--- src/rtl/age_ordered_rs.sv ---
// Age-ordered reservation station for one pipelined/iterative functional unit.
// Issues the oldest ready entry using an age matrix; supports CDB wakeup, flush and backpressure.
module age_ordered_rs #(
    parameter int unsigned DEPTH     = 8,
    parameter int unsigned CDB_WIDTH = 2,
    parameter int unsigned PRF_IDX   = 6,
    parameter int unsigned ROB_IDX   = 5,
    parameter int unsigned ARCH_IDX  = 5,
    parameter int unsigned OPC_W     = 4,
    parameter int unsigned CNT_W     = $clog2(DEPTH + 1)
) (
    input  logic                          clk,
    input  logic                          rst_n,
    input  logic                          flush,
    input  logic                          in_valid,
    output logic                          in_ready,
    input  logic [ROB_IDX-1:0]            in_rob_id,
    input  logic [PRF_IDX-1:0]            in_rd_phy,
    input  logic [ARCH_IDX-1:0]           in_rd_arch,
    input  logic [OPC_W-1:0]              in_opcode,
    input  logic [PRF_IDX-1:0]            in_rs1_phy,
    input  logic [PRF_IDX-1:0]            in_rs2_phy,
    input  logic                          in_rs1_rdy,
    input  logic                          in_rs2_rdy,
    input  logic [CDB_WIDTH-1:0]          cdb_valid,
    input  logic [CDB_WIDTH*PRF_IDX-1:0]  cdb_rd_phy,
    output logic                          iss_valid,
    input  logic                          iss_ready,
    output logic [ROB_IDX-1:0]            iss_rob_id,
    output logic [PRF_IDX-1:0]            iss_rd_phy,
    output logic [ARCH_IDX-1:0]           iss_rd_arch,
    output logic [OPC_W-1:0]              iss_opcode,
    output logic [PRF_IDX-1:0]            prf_rs1_phy,
    output logic [PRF_IDX-1:0]            prf_rs2_phy,
    output logic [CNT_W-1:0]              free_cnt
);

    logic [DEPTH-1:0]    valid_q, valid_d, rs1_rdy_q, rs1_rdy_d, rs2_rdy_q, rs2_rdy_d;
    logic [ROB_IDX-1:0]  rob_q [DEPTH];
    logic [ROB_IDX-1:0]  rob_d [DEPTH];
    logic [PRF_IDX-1:0]  rd_q [DEPTH];
    logic [PRF_IDX-1:0]  rd_d [DEPTH];
    logic [ARCH_IDX-1:0] arch_q [DEPTH];
    logic [ARCH_IDX-1:0] arch_d [DEPTH];
    logic [OPC_W-1:0]    opc_q [DEPTH];
    logic [OPC_W-1:0]    opc_d [DEPTH];
    logic [PRF_IDX-1:0]  rs1_q [DEPTH];
    logic [PRF_IDX-1:0]  rs1_d [DEPTH];
    logic [PRF_IDX-1:0]  rs2_q [DEPTH];
    logic [PRF_IDX-1:0]  rs2_d [DEPTH];
    // older_q[i][j] = 1 when entry i is older than entry j
    logic [DEPTH-1:0]    older_q [DEPTH];
    logic [DEPTH-1:0]    older_d [DEPTH];
    logic [CNT_W-1:0]    free_cnt_q, free_cnt_d;

    logic [DEPTH-1:0] hit1, hit2, elig, win, ins_oh, keep;
    logic             ins_hit1, ins_hit2, ins_found, ins, iss_fire;

    always_comb begin
        hit1     = '0;
        hit2     = '0;
        ins_hit1 = 1'b0;
        ins_hit2 = 1'b0;
        for (int k = 0; k < CDB_WIDTH; k++) begin
            if (cdb_valid[k]) begin
                if (cdb_rd_phy[k*PRF_IDX +: PRF_IDX] == in_rs1_phy) ins_hit1 = 1'b1;
                if (cdb_rd_phy[k*PRF_IDX +: PRF_IDX] == in_rs2_phy) ins_hit2 = 1'b1;
                for (int i = 0; i < DEPTH; i++) begin
                    if (cdb_rd_phy[k*PRF_IDX +: PRF_IDX] == rs1_q[i]) hit1[i] = 1'b1;
                    if (cdb_rd_phy[k*PRF_IDX +: PRF_IDX] == rs2_q[i]) hit2[i] = 1'b1;
                end
            end
        end
        elig = valid_q & (rs1_rdy_q | hit1) & (rs2_rdy_q | hit2);

        // Winner: eligible and no eligible entry is older than it.
        for (int i = 0; i < DEPTH; i++) begin
            win[i] = elig[i];
            for (int j = 0; j < DEPTH; j++) begin
                if (elig[j] && older_q[j][i]) win[i] = 1'b0;
            end
        end

        ins_oh    = '0;
        ins_found = 1'b0;
        for (int i = 0; i < DEPTH; i++) begin
            if (!valid_q[i] && !ins_found) begin
                ins_oh[i] = 1'b1;
                ins_found = 1'b1;
            end
        end
    end

    assign in_ready  = (free_cnt_q != '0) && !flush;
    assign iss_valid = (|elig) && !flush;
    assign ins       = in_valid && in_ready;
    assign iss_fire  = iss_valid && iss_ready;
    assign keep      = valid_q & ~(win & {DEPTH{iss_fire}});
    assign free_cnt  = free_cnt_q;

    always_comb begin
        iss_rob_id  = '0;
        iss_rd_phy  = '0;
        iss_rd_arch = '0;
        iss_opcode  = '0;
        prf_rs1_phy = '0;
        prf_rs2_phy = '0;
        for (int i = 0; i < DEPTH; i++) begin
            if (win[i] && iss_valid) begin
                iss_rob_id  = iss_rob_id | rob_q[i];
                iss_rd_phy  = iss_rd_phy | rd_q[i];
                iss_rd_arch = iss_rd_arch | arch_q[i];
                iss_opcode  = iss_opcode | opc_q[i];
                prf_rs1_phy = prf_rs1_phy | rs1_q[i];
                prf_rs2_phy = prf_rs2_phy | rs2_q[i];
            end
        end
    end

    always_comb begin
        valid_d    = keep;
        rs1_rdy_d  = rs1_rdy_q | hit1;
        rs2_rdy_d  = rs2_rdy_q | hit2;
        free_cnt_d = free_cnt_q - CNT_W'(ins) + CNT_W'(iss_fire);
        for (int i = 0; i < DEPTH; i++) begin
            rob_d[i]   = rob_q[i];
            rd_d[i]    = rd_q[i];
            arch_d[i]  = arch_q[i];
            opc_d[i]   = opc_q[i];
            rs1_d[i]   = rs1_q[i];
            rs2_d[i]   = rs2_q[i];
            older_d[i] = older_q[i] & keep;
            if (!keep[i]) older_d[i] = '0;
        end
        if (ins) begin
            for (int i = 0; i < DEPTH; i++) begin
                if (ins_oh[i]) begin
                    valid_d[i]   = 1'b1;
                    rob_d[i]     = in_rob_id;
                    rd_d[i]      = in_rd_phy;
                    arch_d[i]    = in_rd_arch;
                    opc_d[i]     = in_opcode;
                    rs1_d[i]     = in_rs1_phy;
                    rs2_d[i]     = in_rs2_phy;
                    rs1_rdy_d[i] = in_rs1_rdy | ins_hit1;
                    rs2_rdy_d[i] = in_rs2_rdy | ins_hit2;
                    older_d[i]   = '0;
                    for (int j = 0; j < DEPTH; j++) older_d[j][i] = keep[j];
                end
            end
        end
        if (flush) begin
            valid_d    = '0;
            free_cnt_d = CNT_W'(DEPTH);
            for (int i = 0; i < DEPTH; i++) older_d[i] = '0;
        end
    end

    always_ff @(posedge clk) begin
        if (!rst_n) begin
            valid_q    <= '0;
            rs1_rdy_q  <= '0;
            rs2_rdy_q  <= '0;
            free_cnt_q <= CNT_W'(DEPTH);
            for (int i = 0; i < DEPTH; i++) begin
                rob_q[i]   <= '0;
                rd_q[i]    <= '0;
                arch_q[i]  <= '0;
                opc_q[i]   <= '0;
                rs1_q[i]   <= '0;
                rs2_q[i]   <= '0;
                older_q[i] <= '0;
            end
        end else begin
            valid_q    <= valid_d;
            rs1_rdy_q  <= rs1_rdy_d;
            rs2_rdy_q  <= rs2_rdy_d;
            free_cnt_q <= free_cnt_d;
            for (int i = 0; i < DEPTH; i++) begin
                rob_q[i]   <= rob_d[i];
                rd_q[i]    <= rd_d[i];
                arch_q[i]  <= arch_d[i];
                opc_q[i]   <= opc_d[i];
                rs1_q[i]   <= rs1_d[i];
                rs2_q[i]   <= rs2_d[i];
                older_q[i] <= older_d[i];
            end
        end
    end

endmodule

--- config.mk ---
export PLATFORM = sky130hd
export DESIGN_NAME = age_ordered_rs
export DESIGN_NICKNAME = d
export VERILOG_FILES = /design/src/rtl/age_ordered_rs.sv
export SDC_FILE = /design/constraint.sdc
export NUM_CORES = 1
export LEC_CHECK = 0
export ABC_AREA = 1
export ABC_CLOCK_PERIOD_IN_PS = 4800
export BUFFER_PORTS_ARGS = -buffer_cell sky130_fd_sc_hd__buf_2
export CAP_MARGIN = 20
export CORE_MARGIN = 2
export CORE_UTILIZATION = 48
export CTS_CLUSTER_DIAMETER = 200
export DETAILED_ROUTE_END_ITERATION = 8
export GPL_ROUTABILITY_DRIVEN = 0
export GPL_TIMING_DRIVEN = 1
export PLACE_DENSITY = 0.66
export SLEW_MARGIN = 20
export SYNTH_ARGS = -nofsm -noshare
export SYNTH_HDL_FRONTEND = slang
export SYNTH_SLANG_ARGS = --single-unit
export TNS_END_PERCENT = 50
--- constraint.sdc ---
create_clock -name clk -period 4.8 [get_ports clk]
set_clock_uncertainty 0.2 [all_clocks]
set_input_delay 1.44 -clock clk [delete_from_list [all_inputs] [get_ports clk]]
set_output_delay 1.44 -clock clk [all_outputs]
set_load 0.005 [all_outputs]
==> impl_metrics.yaml <==
global_routing:
  track_usage_pct: 35.2
  grt_first_pass_wirelength_mm: 112
  overflow: 0
  antenna_found_initial: 2
  grt_max_degree: 213
  grt_pass1_vias: 19028
die:
  std_cell_rows: 72
  die_height_um: 202
  start_util_pct: 48.7
  die_width_um: 202
  placeableCoreArea_sq_um: 38700
  dieArea_sq_um: 40900
  ios: 91
timing:
  relSlewSlack_pct: 24.6
  setup_ws_ns: -0.697
  worst_pin_slew_ns: 1.13
  rsz0062_at_grt: "true"
  min_period_ns: 5.50
  post-route-period-util_pct: 115
  hold_slack_ns: 0.237
  fmax_ghz: 0.182
  setup_violations: 33
  finalHoldViolCount: 0
  drv_slew: 0
clock_tree:
  hold_buffers: 0
  cts_buffers: 41
  clock-root-buffer: "clkbuf_16"
  cts_tree: "yes"
  clk_latency_ns: 0.59
  htreeDepth: 2
  clock_sinks: 348
  clkTransAtPathRegs_ns: 0.06
  clockBufferDepth: 3
setup_path:
  crit_buf_inv: 6
  critical_path_depth: 19
  cp.arrival_ns: 3.86
  worst-r2r-cell-count: 20
  worst-setup-path-type: "input pin to output pin"
  max_stage_delay_ns: 0.18
  crit_fanout: 10
  cp-end-kind: "output pin"
  crit_path_frequent_cell: "nand2_1"
  cp_top_family: "simple AND/OR/NAND/NOR gates"
  worstPathRequired_ns: 3.16
  cp_slowest_cell: "nand3_4"
  path_cells: "buf_4 > buf_8 > xnor2_1 > nand2_1 > nor2_2 > nand2_1 > nand3_4 > buf_6 > nand4_1 > nand2_1 > nor2_1 > nand2_1 > clkinv_4 > buf_12 > nand3_2 > nand2_2 > nor2_2 > nand2_2 > buf_2"
  reg2reg_slack_ns: 1.30
  cp-start-kind: "input pin"
detailed_routing:
  first_pass_iters: 6
  num_vias: 20643
  antenna_left: 0
  drt-total-wl_mm: 75.4
  drc: 0
  viasPerCell: 5.99
  drt_iter0_markers: 2715
  post_drt_wl_per_cell_um: 21.9
synthesis:
  synthesis.area_sq_um: 18900
  muxShareOfSynthArea_pct: 0
  synth_top_area_share_pct: 36.9
  synth_adder_area_share_pct: 0.438
  synthFlopType: "dfxtp_1"
  ys_seq_area_share_pct: 36.9
  synth_top_cell_by_area: "dfxtp_1"
  avgSynthCellArea_sq_um: 6.79
  synth_top_cells_by_count: "nand2_1 (587), dfxtp_1 (348), nor2_1 (287), nand3_1 (285), o21ai_0 (283)"
  synth_cell_types: 42
  synth.most_common_cell: "nand2_1"
  syn_nets: 2838
  synth_top_family_by_area: "simple AND/OR/NAND/NOR gates"
  ys_ff_latch: 348
  ys_warn_count: 0
  synth_edf_count: 0
  synth_compound_area_share_pct: 17.4
  async_flop_share_pct: 0
  synth-simple-area-share_pct: 32.9
  yosys-top-cells-area: "dfxtp_1 (37%), nand2_1 (12%), nand3_1 (7.6%)"
  synth_xor_area_share_pct: 1.94
  post_synth_inst_count: 2779
final_layout:
  nFillCells: 3605
  finalNetCount: 2958
  final_area_sq_um: 23100
  layout-area-overhead-vs-synth_pct: 22.4
  drive_gt1_share_pct: 19.4
worst_hold_path:
  min_path_cells: 2
  hold_class: "register to register"
power_and_ir_drop:
  powerDensity_nw_per_um2: 295
  vdd_drop_max_uv: 263
  p_leak_uw: 0.0101
place:
  placed_area_sq_um: 20300
  hpwlAfterDp_mm: 46.4
  io_buffer_count: 90
run_status:
  status: "finished with violations"
  violations: "setup timing"
job:
  drv_cap: 0
## flip-flops by register name (all words and copies together), names as in the netlist, 8 cells and up
register	count
valid_q	8
rs1_q	48
rs1_rdy_q	8
rd_q	48
rob_q	40
arch_q	40
older_q	64
rs2_rdy_q	8
rs2_q	48
opc_q	32
## worst register-to-register path: stages, from the launching register on
cell      delay (ns)
dfxtp_1         0.49
inv_1           0.13
o21ai_0         0.23
nor2_1          0.08
nand3_2         0.09
nand3_4         0.18
nand3_4         0.14
nand2_2         0.08
nor2_4          0.10
nand2_4         0.09
buf_4           0.14
buf_4           0.13
nand3_4         0.07
ha_1            0.18
inv_1           0.05
ha_1            0.27
nand2_1         0.06
nor2_1          0.04
a211oi_1        0.26
xor2_1          0.11
or2_2           0.28
## kinds of logic after synthesis
group	count (synthesis)
and+or+nand+nor	1355
adders and majority gates	6
buffers and inverters	405
xor gates and xnor gates	41
DFF	348
AOI/OAI and AO/OA	624
## final cells by class
cell class	instances	area, sq um	area share (%)
timing repair inverter	2	17.5	0.0759
antenna	1	2.50	0.0108
sequential	348	6970	30.2
tap	518	648	2.81
clock inverter	17	241	1.05
clock buffer	55	1140	4.93
inverter	205	871	3.77
timing repair buffer	273	2850	12.4
multi-input combinational	2028	10300	44.8
## routing by layer
layer	part of all wire (%)	up-vias	GRT usage, %
li1	-	9471	-
met5	0	-	0
met3	12	348	7.13
met2	43	1341	52.3
met4	6.2	0	20.5
met1	40	9483	47.3
## power breakdown
| group | leakage [uW] | internal, uW | total, uW | switching, uW |
|---|---|---|---|---|
| Sequential | 0.00281 | 2920 | 2950 | 29.3 |
| Combinational | 0.00660 | 208 | 592 | 383 |
| Clock | 0.000675 | 1940 | 3270 | 1330 |
| Total | 0.0101 | 5070 | 6810 | 1740 |
## path summary, 6_finish.rpt
check | start | endpoint
worst min register to register | older_q[0][27] | older_q[0][27]
worst min-delay path | older_q[0][27] | older_q[0][27]
worst max-delay path | cdb_rd_phy[6] | prf_rs2_phy[2]
worst max register to register | rs2_q[1][3] | free_cnt[3]
## through the flow
| stage | setup TNS (ns) | total power, uW | setup WS, ns | std cells | util (%) |
|---|---|---|---|---|---|
| final | -20.83 | 6810 | -0.697 | 3447 | 59.6 |
| after CTS | -18.14 | 6780 | -0.595 | 3430 | 58.2 |
| after global routing | -23.37 | 7000 | -0.767 | 3447 | 59.6 |
| after detailed placement | -23.74 | 3520 | -0.783 | 3331 | 52.4 |
| after global placement | -24.39 | 3510 | -0.792 | 3331 | 52.4 |
| after floorplan | 0 | 3330 | 0.0438 | 2779 | - |
## layout by cell type, fill, tap and decap left out, types with 5 or more instances in the layout
cell,instances
a221oi_1,5
a211oi_1,22
o211ai_2,6
buf_12,38
clkbuf_8,6
inv_6,6
nor2_4,5
nand3_4,20
nor3_1,11
clkbuf_1,8
or2_2,47
dfxtp_1,348
inv_4,6
clkbuf_16,46
inv_2,14
a21oi_1,255
nand2_2,28
nor2_2,25
nor2_1,259
xor2_1,25
o21ai_1,34
o22ai_1,10
nand3_2,54
nand2_1,562
inv_1,169
buf_4,105
ha_1,5
nand4_1,81
buf_16,13
nand3_1,257
buf_2,74
o211ai_1,7
buf_6,30
bufinv_16,5
clkinv_2,7
buf_8,7
xnor2_1,13
o21ai_0,280
## what timing repair did
item                                    CTS  global route
cloned                                   12             7
pin swaps                                52            41
endpoints found under the hold margin     0             0
setup buffers                            15            10
endpoints found under the setup margin   33            33
gates resized for setup                 131            89
Power figures use the tool's default switching activity.
